===== src/rtl/dccm_port_arbiter_pkg.sv =====
// rtl/dccm_port_arbiter_pkg.sv - shared types for the DCCM port arbiter
package brq_dccm_pkg;

  localparam int DCCM_DW = 32;
  localparam int DCCM_AW = 15;

  typedef enum logic [2:0] {
    BE_B0  = 3'd0,
    BE_B1  = 3'd1,
    BE_B2  = 3'd2,
    BE_B3  = 3'd3,
    BE_HHI = 3'd4,
    BE_HLO = 3'd5,
    BE_W   = 3'd6,
    BE_ILL = 3'd7
  } be_e;

  typedef enum logic {
    ST_CPRI   = 1'b0,
    ST_DFORCE = 1'b1
  } arb_st_e;

  typedef struct packed {
    logic                 we;
    be_e                  be;
    logic [DCCM_AW-1:0]   addr;
    logic [DCCM_DW-1:0]   wdata;
  } dccm_req_t;

endpackage


===== src/rtl/dccm_port_arbiter_starve_ctr.sv =====
// rtl/dccm_port_arbiter_starve_ctr.sv - saturating count of denied D cycles
module dccm_starve_ctr #(
  parameter int MAX_WAIT = 4
) (
  input  logic i_clk,
  input  logic i_rst,
  input  logic i_deny,
  output logic o_at_max
);

  localparam int CW = $clog2(MAX_WAIT + 1);
  localparam logic [CW-1:0] MAX_C = CW'(MAX_WAIT);

  logic [CW-1:0] r_cnt;
  logic [CW-1:0] w_cnt_nxt;

  // Count while D is denied (saturating); any non-denied cycle restarts the wait
  always_comb begin
    w_cnt_nxt = '0;
    if (i_deny) begin
      w_cnt_nxt = (r_cnt == MAX_C) ? r_cnt : r_cnt + 1'b1;
    end
  end

  // Flag looks at the updated count so the forced grant lands on the next cycle
  always_comb begin
    o_at_max = (w_cnt_nxt == MAX_C);
  end

  // Counter register
  always_ff @(posedge i_clk or posedge i_rst) begin
    if (i_rst) r_cnt <= '0;
    else       r_cnt <= w_cnt_nxt;
  end

endmodule


===== src/rtl/dccm_port_arbiter.sv =====
// rtl/dccm_port_arbiter.sv - two-port (core/DMA) arbiter for the single-port DCCM
module dccm_port_arbiter
  import brq_dccm_pkg::*;
#(
  parameter int DataWidth = 32,
  parameter int AddrWidth = 15,
  parameter int MAX_WAIT  = 4
) (
  input  logic                 brq_clk,
  input  logic                 brq_rst,
  input  logic                 c_req_valid,
  output logic                 c_req_ready,
  input  logic                 c_we,
  input  logic [2:0]           c_be,
  input  logic [AddrWidth-1:0] c_addr,
  input  logic [DataWidth-1:0] c_wdata,
  output logic                 c_rsp_valid,
  output logic [DataWidth-1:0] c_rdata,
  input  logic                 d_req_valid,
  output logic                 d_req_ready,
  input  logic                 d_we,
  input  logic [2:0]           d_be,
  input  logic [AddrWidth-1:0] d_addr,
  input  logic [DataWidth-1:0] d_wdata,
  output logic                 d_rsp_valid,
  output logic [DataWidth-1:0] d_rdata,
  output logic [AddrWidth-1:0] dccm_address,
  output logic [2:0]           dccm_byte_enable,
  output logic [DataWidth-1:0] dccm_data_in,
  output logic                 dccm_write_enable,
  output logic                 dccm_read_enable,
  input  logic [DataWidth-1:0] dccm_data_out
);

  arb_st_e   r_state;
  arb_st_e   w_state_nxt;
  logic      w_d_prio;
  logic      w_c_gnt;
  logic      w_d_gnt;
  logic      w_any_gnt;
  logic      w_d_deny;
  logic      w_at_max;
  dccm_req_t w_c_req;
  dccm_req_t w_d_req;
  dccm_req_t w_sel;
  logic                 r_c_rsp_valid;
  logic                 r_d_rsp_valid;
  logic [DataWidth-1:0] r_c_rdata;
  logic [DataWidth-1:0] r_d_rdata;

  dccm_starve_ctr #(.MAX_WAIT(MAX_WAIT)) u_starve (
    .i_clk    (brq_clk),
    .i_rst    (brq_rst),
    .i_deny   (w_d_deny),
    .o_at_max (w_at_max)
  );

  // FSM state register
  always_ff @(posedge brq_clk or posedge brq_rst) begin
    if (brq_rst) r_state <= ST_CPRI;
    else         r_state <= w_state_nxt;
  end

  // FSM next state: force D after the wait threshold, return once D is served or gone
  always_comb begin
    w_state_nxt = r_state;
    case (r_state)
      ST_CPRI:   if (w_at_max) w_state_nxt = ST_DFORCE;
      ST_DFORCE: if (w_d_gnt || !d_req_valid) w_state_nxt = ST_CPRI;
      default:   w_state_nxt = ST_CPRI;
    endcase
  end

  // FSM output: which port wins a conflict
  always_comb begin
    w_d_prio = (r_state == ST_DFORCE);
  end

  // Grants; nothing is honoured while reset is asserted
  always_comb begin
    w_c_gnt   = !brq_rst && c_req_valid && (!d_req_valid || !w_d_prio);
    w_d_gnt   = !brq_rst && d_req_valid && (!c_req_valid || w_d_prio);
    w_any_gnt = w_c_gnt || w_d_gnt;
    w_d_deny  = d_req_valid && !w_d_gnt;
    c_req_ready = w_c_gnt;
    d_req_ready = w_d_gnt;
  end

  // Request mux onto the DCCM pins; illegal byte enables never write
  always_comb begin
    w_c_req = '{we: c_we, be: be_e'(c_be), addr: c_addr, wdata: c_wdata};
    w_d_req = '{we: d_we, be: be_e'(d_be), addr: d_addr, wdata: d_wdata};
    w_sel   = w_d_gnt ? w_d_req : w_c_req;
    dccm_address      = w_any_gnt ? w_sel.addr  : '0;
    dccm_byte_enable  = w_any_gnt ? w_sel.be    : 3'b000;
    dccm_data_in      = w_any_gnt ? w_sel.wdata : '0;
    dccm_write_enable = w_any_gnt && w_sel.we && (w_sel.be != BE_ILL);
    dccm_read_enable  = w_any_gnt && !w_sel.we;
  end

  // Core load response: capture read data at the end of the grant cycle
  always_ff @(posedge brq_clk or posedge brq_rst) begin
    if (brq_rst) begin
      r_c_rsp_valid <= 1'b0;
      r_c_rdata     <= '0;
    end else begin
      r_c_rsp_valid <= w_c_gnt && !c_we;
      if (w_c_gnt && !c_we) r_c_rdata <= dccm_data_out;
    end
  end

  // DMA load response: capture read data at the end of the grant cycle
  always_ff @(posedge brq_clk or posedge brq_rst) begin
    if (brq_rst) begin
      r_d_rsp_valid <= 1'b0;
      r_d_rdata     <= '0;
    end else begin
      r_d_rsp_valid <= w_d_gnt && !d_we;
      if (w_d_gnt && !d_we) r_d_rdata <= dccm_data_out;
    end
  end

  // Response outputs
  always_comb begin
    c_rsp_valid = r_c_rsp_valid;
    c_rdata     = r_c_rdata;
    d_rsp_valid = r_d_rsp_valid;
    d_rdata     = r_d_rdata;
  end

endmodule


===== config.mk =====
export PLATFORM = sky130hd
export DESIGN_NAME = dccm_port_arbiter
export DESIGN_NICKNAME = d
export VERILOG_FILES = /design/src/rtl/dccm_port_arbiter_pkg.sv /design/src/rtl/dccm_port_arbiter_starve_ctr.sv /design/src/rtl/dccm_port_arbiter.sv
export SDC_FILE = /design/constraint.sdc
export NUM_CORES = 1
export LEC_CHECK = 0
export CORE_MARGIN = 2
export CORE_UTILIZATION = 30
export CTS_BUF_LIST = sky130_fd_sc_hd__clkbuf_4 sky130_fd_sc_hd__clkbuf_8 sky130_fd_sc_hd__clkbuf_16
export DETAILED_ROUTE_END_ITERATION = 7
export PLACE_DENSITY = 0.72
export SLEW_MARGIN = 20
export SYNTH_ARGS = -nofsm -noshare
export SYNTH_HDL_FRONTEND = slang
export SYNTH_SLANG_ARGS = --single-unit

===== constraint.sdc =====
create_clock -name brq_clk -period 4.35 [get_ports brq_clk]
set_clock_uncertainty 0.05 [all_clocks]
set_input_delay 0.6525 -clock brq_clk [delete_from_list [all_inputs] [get_ports brq_clk]]
set_output_delay 0.6525 -clock brq_clk [all_outputs]
set_load 0.01 [all_outputs]

==> impl_metrics.xml <==
<?xml version="1.0" encoding="UTF-8"?>
<metrics>
  <group name="outcome">
    <metric name="run_status" unit="">finished clean</metric>
  </group>
  <group name="synth">
    <metric name="syn_nets" unit="">481</metric>
    <metric name="synth_area_per_cell" unit="um^2">10.4</metric>
    <metric name="synth-compound-area-share" unit="%">7.81</metric>
    <metric name="async_flop_share" unit="%">100</metric>
    <metric name="synth_simple_gate_area_share" unit="%">13.8</metric>
    <metric name="synth_edf_count" unit="">0</metric>
    <metric name="post_synth_fa_ha_maj_area_fraction" unit="%">0.706</metric>
    <metric name="synth-seq-cells" unit="">70</metric>
    <metric name="synth-xor-area-share" unit="%">0</metric>
    <metric name="synth_top_flop_cell" unit="">dfrtp_1</metric>
    <metric name="postSynthCellCount" unit="">341</metric>
    <metric name="dominant_combinational_cell_family_by_area_after_synthesis" unit="">multiplexers</metric>
    <metric name="synthesis.area" unit="um^2">3540</metric>
    <metric name="sequential_element_share_of_the_synthesized_area" unit="%">49.5</metric>
    <metric name="synth.mux.area_fraction" unit="%">24.3</metric>
    <metric name="yosys.cell_types.count" unit="">25</metric>
    <metric name="yosys_warnings" unit="">0</metric>
  </group>
  <group name="die">
    <metric name="die_area" unit="um^2">12700</metric>
    <metric name="die_height" unit="um">113</metric>
    <metric name="placementRows" unit="">39</metric>
    <metric name="floorplan.initialDensity" unit="%">30.9</metric>
    <metric name="ioPinCount" unit="">258</metric>
    <metric name="chipWidth" unit="um">113</metric>
    <metric name="fp.coreArea" unit="um^2">11500</metric>
  </group>
  <group name="routing">
    <metric name="avgRoutedWirePerCell" unit="um">16.4</metric>
    <metric name="drc" unit="">0</metric>
    <metric name="post_drt_antenna_nets" unit="">0</metric>
    <metric name="wl" unit="mm">12.1</metric>
    <metric name="detail_route.vias_per_cell" unit="">4.67</metric>
    <metric name="first_iter_violations" unit="">194</metric>
    <metric name="detailroute.via_count" unit="">3454</metric>
    <metric name="firstDrtPassIters" unit="">5</metric>
  </group>
  <group name="cells_and_area">
    <metric name="drive_gt1_share" unit="%">15.6</metric>
    <metric name="layout_net_count" unit="">731</metric>
    <metric name="area_growth_syn_to_layout" unit="%">83.9</metric>
    <metric name="final_core_utilization" unit="%">56.8</metric>
    <metric name="final.fill_count" unit="">966</metric>
    <metric name="design_area" unit="um^2">6510</metric>
    <metric name="finish.cell_count_without_fillers" unit="">739</metric>
    <metric name="diodes" unit="">0</metric>
  </group>
  <group name="sta">
    <metric name="slew-limit-headroom" unit="%">43.9</metric>
    <metric name="grt_setup_unrepaired" unit="">no</metric>
    <metric name="totalNegativeSetupSlack" unit="ps">0</metric>
    <metric name="min_period_over_period" unit="%">84.9</metric>
    <metric name="maxSlewViolCount" unit="">0</metric>
    <metric name="tightest_slew" unit="ps">841</metric>
    <metric name="timing.final.crit_period" unit="ps">3690</metric>
    <metric name="finalHoldViolCount" unit="">0</metric>
    <metric name="maximum_clock_frequency" unit="MHz">271</metric>
    <metric name="setup_violations" unit="">0</metric>
  </group>
  <group name="cts">
    <metric name="cts-resized-gates" unit="">0</metric>
    <metric name="post-cts-setup-buffer-count" unit="">0</metric>
    <metric name="cts_inserted_buffers" unit="">9</metric>
    <metric name="cts.sink_count" unit="">70</metric>
    <metric name="clock_tree.htree_level_count" unit="">3</metric>
    <metric name="max_buffers_root_to_sink" unit="">2</metric>
    <metric name="hold_buffers" unit="">0</metric>
    <metric name="worst_skew_pair.late_latency" unit="ps">320</metric>
    <metric name="clk_pin_slew" unit="ps">50</metric>
    <metric name="tritoncts" unit="">done</metric>
    <metric name="clk_root_buffer_cell" unit="">clkbuf_16</metric>
  </group>
  <group name="critical_path">
    <metric name="timing.critical_path.mode_cell" unit="">clkdlybuf4s50_1</metric>
    <metric name="crit_required" unit="ps">3650</metric>
    <metric name="critical-path-slowest-cell" unit="">clkdlybuf4s50_1</metric>
    <metric name="rr_worst_depth" unit="">5</metric>
    <metric name="kind_of_capture_point_of_the_worst_setup_path" unit="">output port</metric>
    <metric name="critPathKind" unit="">in -&gt; out</metric>
    <metric name="critical_path.reg2reg.startpoint" unit="">r_state</metric>
    <metric name="crit-reg2reg-capture" unit="">c_rdata[10]</metric>
    <metric name="r2r_slack" unit="ps">2200</metric>
    <metric name="cp_slowest_stage_delay" unit="ps">550</metric>
    <metric name="critical_path.startpoint_type" unit="">input pin</metric>
    <metric name="critical_path.cell_chain" unit="">clkdlybuf4s50_1, nand2b_1, nand3_2, buf_4, mux2_2, a31o_2, clkdlybuf4s50_1</metric>
    <metric name="maximum_fanout_count_along_the_critical_path" unit="">54</metric>
    <metric name="timing.critical_path.arrival" unit="ps">2990</metric>
  </group>
  <group name="global_route">
    <metric name="maximum_number_of_pins_on_one_net_before_global_route_repair" unit="">67</metric>
    <metric name="gr-total-overflow" unit="">0</metric>
    <metric name="first_global_vias" unit="">3601</metric>
    <metric name="grt_antenna_before_repair" unit="">0</metric>
    <metric name="grt_first_pass_wirelength" unit="mm">18.7</metric>
    <metric name="overall_track_demand_over_capacity_in_global_routing" unit="%">18.7</metric>
  </group>
  <group name="power">
    <metric name="ir_drop" unit="mV">0.225</metric>
    <metric name="power_leakage" unit="uW">0.00273</metric>
    <metric name="cellPowerDensity" unit="nW/um^2">362</metric>
  </group>
  <group name="job">
    <metric name="maxCapViolations" unit="">0</metric>
  </group>
  <group name="hold_path">
    <metric name="whs_endpoint" unit="">d_rdata[12]</metric>
    <metric name="hold_class" unit="">reg -&gt; reg</metric>
    <metric name="hp-start" unit="">d_rdata[12]</metric>
    <metric name="timing.hold.worst_path_depth" unit="">1</metric>
  </group>
  <group name="placement">
    <metric name="dp.cells" unit="">723</metric>
    <metric name="placement.cell_area" unit="um^2">6230</metric>
    <metric name="port_buffers" unit="">257</metric>
    <metric name="final_gp_congestion" unit="">0.801</metric>
    <metric name="hpwlAfterDp" unit="mm">9.31</metric>
  </group>
</metrics>
-- critical path, delay by kind of cell --
kind | cells | cell delay (ps)
muxes | 1 | 400
and+or+nand+nor | 2 | 200
buffers and inverters | 3 | 1480
AOI/OAI and AO/OA | 1 | 240
-- layer usage --
| layer | vias to the layer above | track usage, % | part of all wire (%) |
|---|---|---|---|
| met5 | - | 0 | 0 |
| met4 | 0 | 5.45 | 1.3 |
| met3 | 10 | 4.97 | 7.9 |
| met2 | 162 | 33.9 | 52 |
| met1 | 1635 | 21.5 | 39 |
| li1 | 1647 | - | - |
-- through the flow --
stage          hold WS, ps  setup WS, ps  power [uW]
6_report               453           655        2360
2_1_floorplan          482           158        1170
3_5_place_dp           445           653        1680
5_1_grt                461           462        2480
3_3_place_gp           439           694        1660
4_1_cts                457           644        2390
-- cell type report --
class | instances | area, um^2 | share of cell area, %
timing repair buffer | 262 | 2610 | 40.1
clock buffer | 13 | 268 | 4.11
multi-input combinational | 243 | 1670 | 25.6
clock inverter | 3 | 18.8 | 0.288
sequential | 70 | 1750 | 26.9
tap | 143 | 179 | 2.75
inverter | 5 | 18.8 | 0.288
-- power breakdown --
| group | switching [uW] | internal [uW] |
|---|---|---|
| combinational | 282 | 526 |
| clock | 263 | 429 |
| sequential | 71.8 | 784 |
| total | 617 | 1740 |
-- flip-flops by register name, indices dropped and copies added, names as in the netlist --
register        cells
c_rdata            32
u_starve.r_cnt      3
r_state             1
c_rsp_valid         1
d_rdata            32
d_rsp_valid         1
-- placed cells by master (no fill, tap or decap) --
cell	netlist	layout
mux2_4	29	29
and4b_1	1	1
mux2i_1	2	2
and3_4	1	1
a211oi_1	1	1
inv_2	1	2
clkdlybuf4s50_1	0	257
clkbuf_16	0	9
clkbuf_4	0	2
and2_2	0	1
nand2b_1	2	2
nor2b_1	1	1
buf_4	0	5
nor3b_1	1	1
nand2_1	104	104
nor2_1	3	3
o21ai_4	0	1
dfrtp_1	70	70
clkinv_2	0	2
mux2_2	36	36
and3_1	2	2
a21oi_1	51	51
clkbuf_8	0	2
ha_1	2	2
clkinv_4	0	1
a31o_2	1	1
inv_1	4	3
nor3_1	1	1
nand3_1	3	2
nand3_2	0	1
-- how the worst max path moves through the flow --
stage	slack, ps	startpoint	to	cells after the start
final	660	c_req_valid	dccm_write_enable	7
after global routing	460	d_req_valid	dccm_write_enable	6
after CTS	640	c_req_valid	dccm_write_enable	7
after detailed placement	650	c_req_valid	dccm_write_enable	7
after global placement	690	c_req_valid	dccm_write_enable	7
after floorplan	160	brq_rst	dccm_data_in[22]	6
-- cells by family (layout without fill, tap and decap cells) --
| kind of cell | after synthesis | after routing |
|---|---|---|
| buf+inv | 28 | 283 |
| simple gates | 120 | 120 |
| compound gates | 54 | 54 |
| flops | 70 | 70 |
| mux | 67 | 67 |
| fa+ha+maj | 2 | 2 |
-- Yosys cell counts, types with 2 or more instances --
| cell type | count | share of area, % |
|---|---|---|
| ha_1 | 2 | 0.71 |
| dfrtp_1 | 70 | 49 |
| buf_2 | 10 | 1.4 |
| mux2_4 | 29 | 12 |
| inv_1 | 4 | 0.42 |
| nand3_1 | 3 | 0.42 |
| mux2i_1 | 2 | 0.57 |
| a21oi_1 | 51 | 7.2 |
| buf_6 | 3 | 0.95 |
| clkbuf_1 | 10 | 1.1 |
| mux2_2 | 36 | 11 |
| nand2b_1 | 2 | 0.35 |
| nand2_1 | 104 | 11 |
| nor2_1 | 3 | 0.32 |
| and3_1 | 2 | 0.35 |
Note: power is estimated with default switching activity, not from simulation.
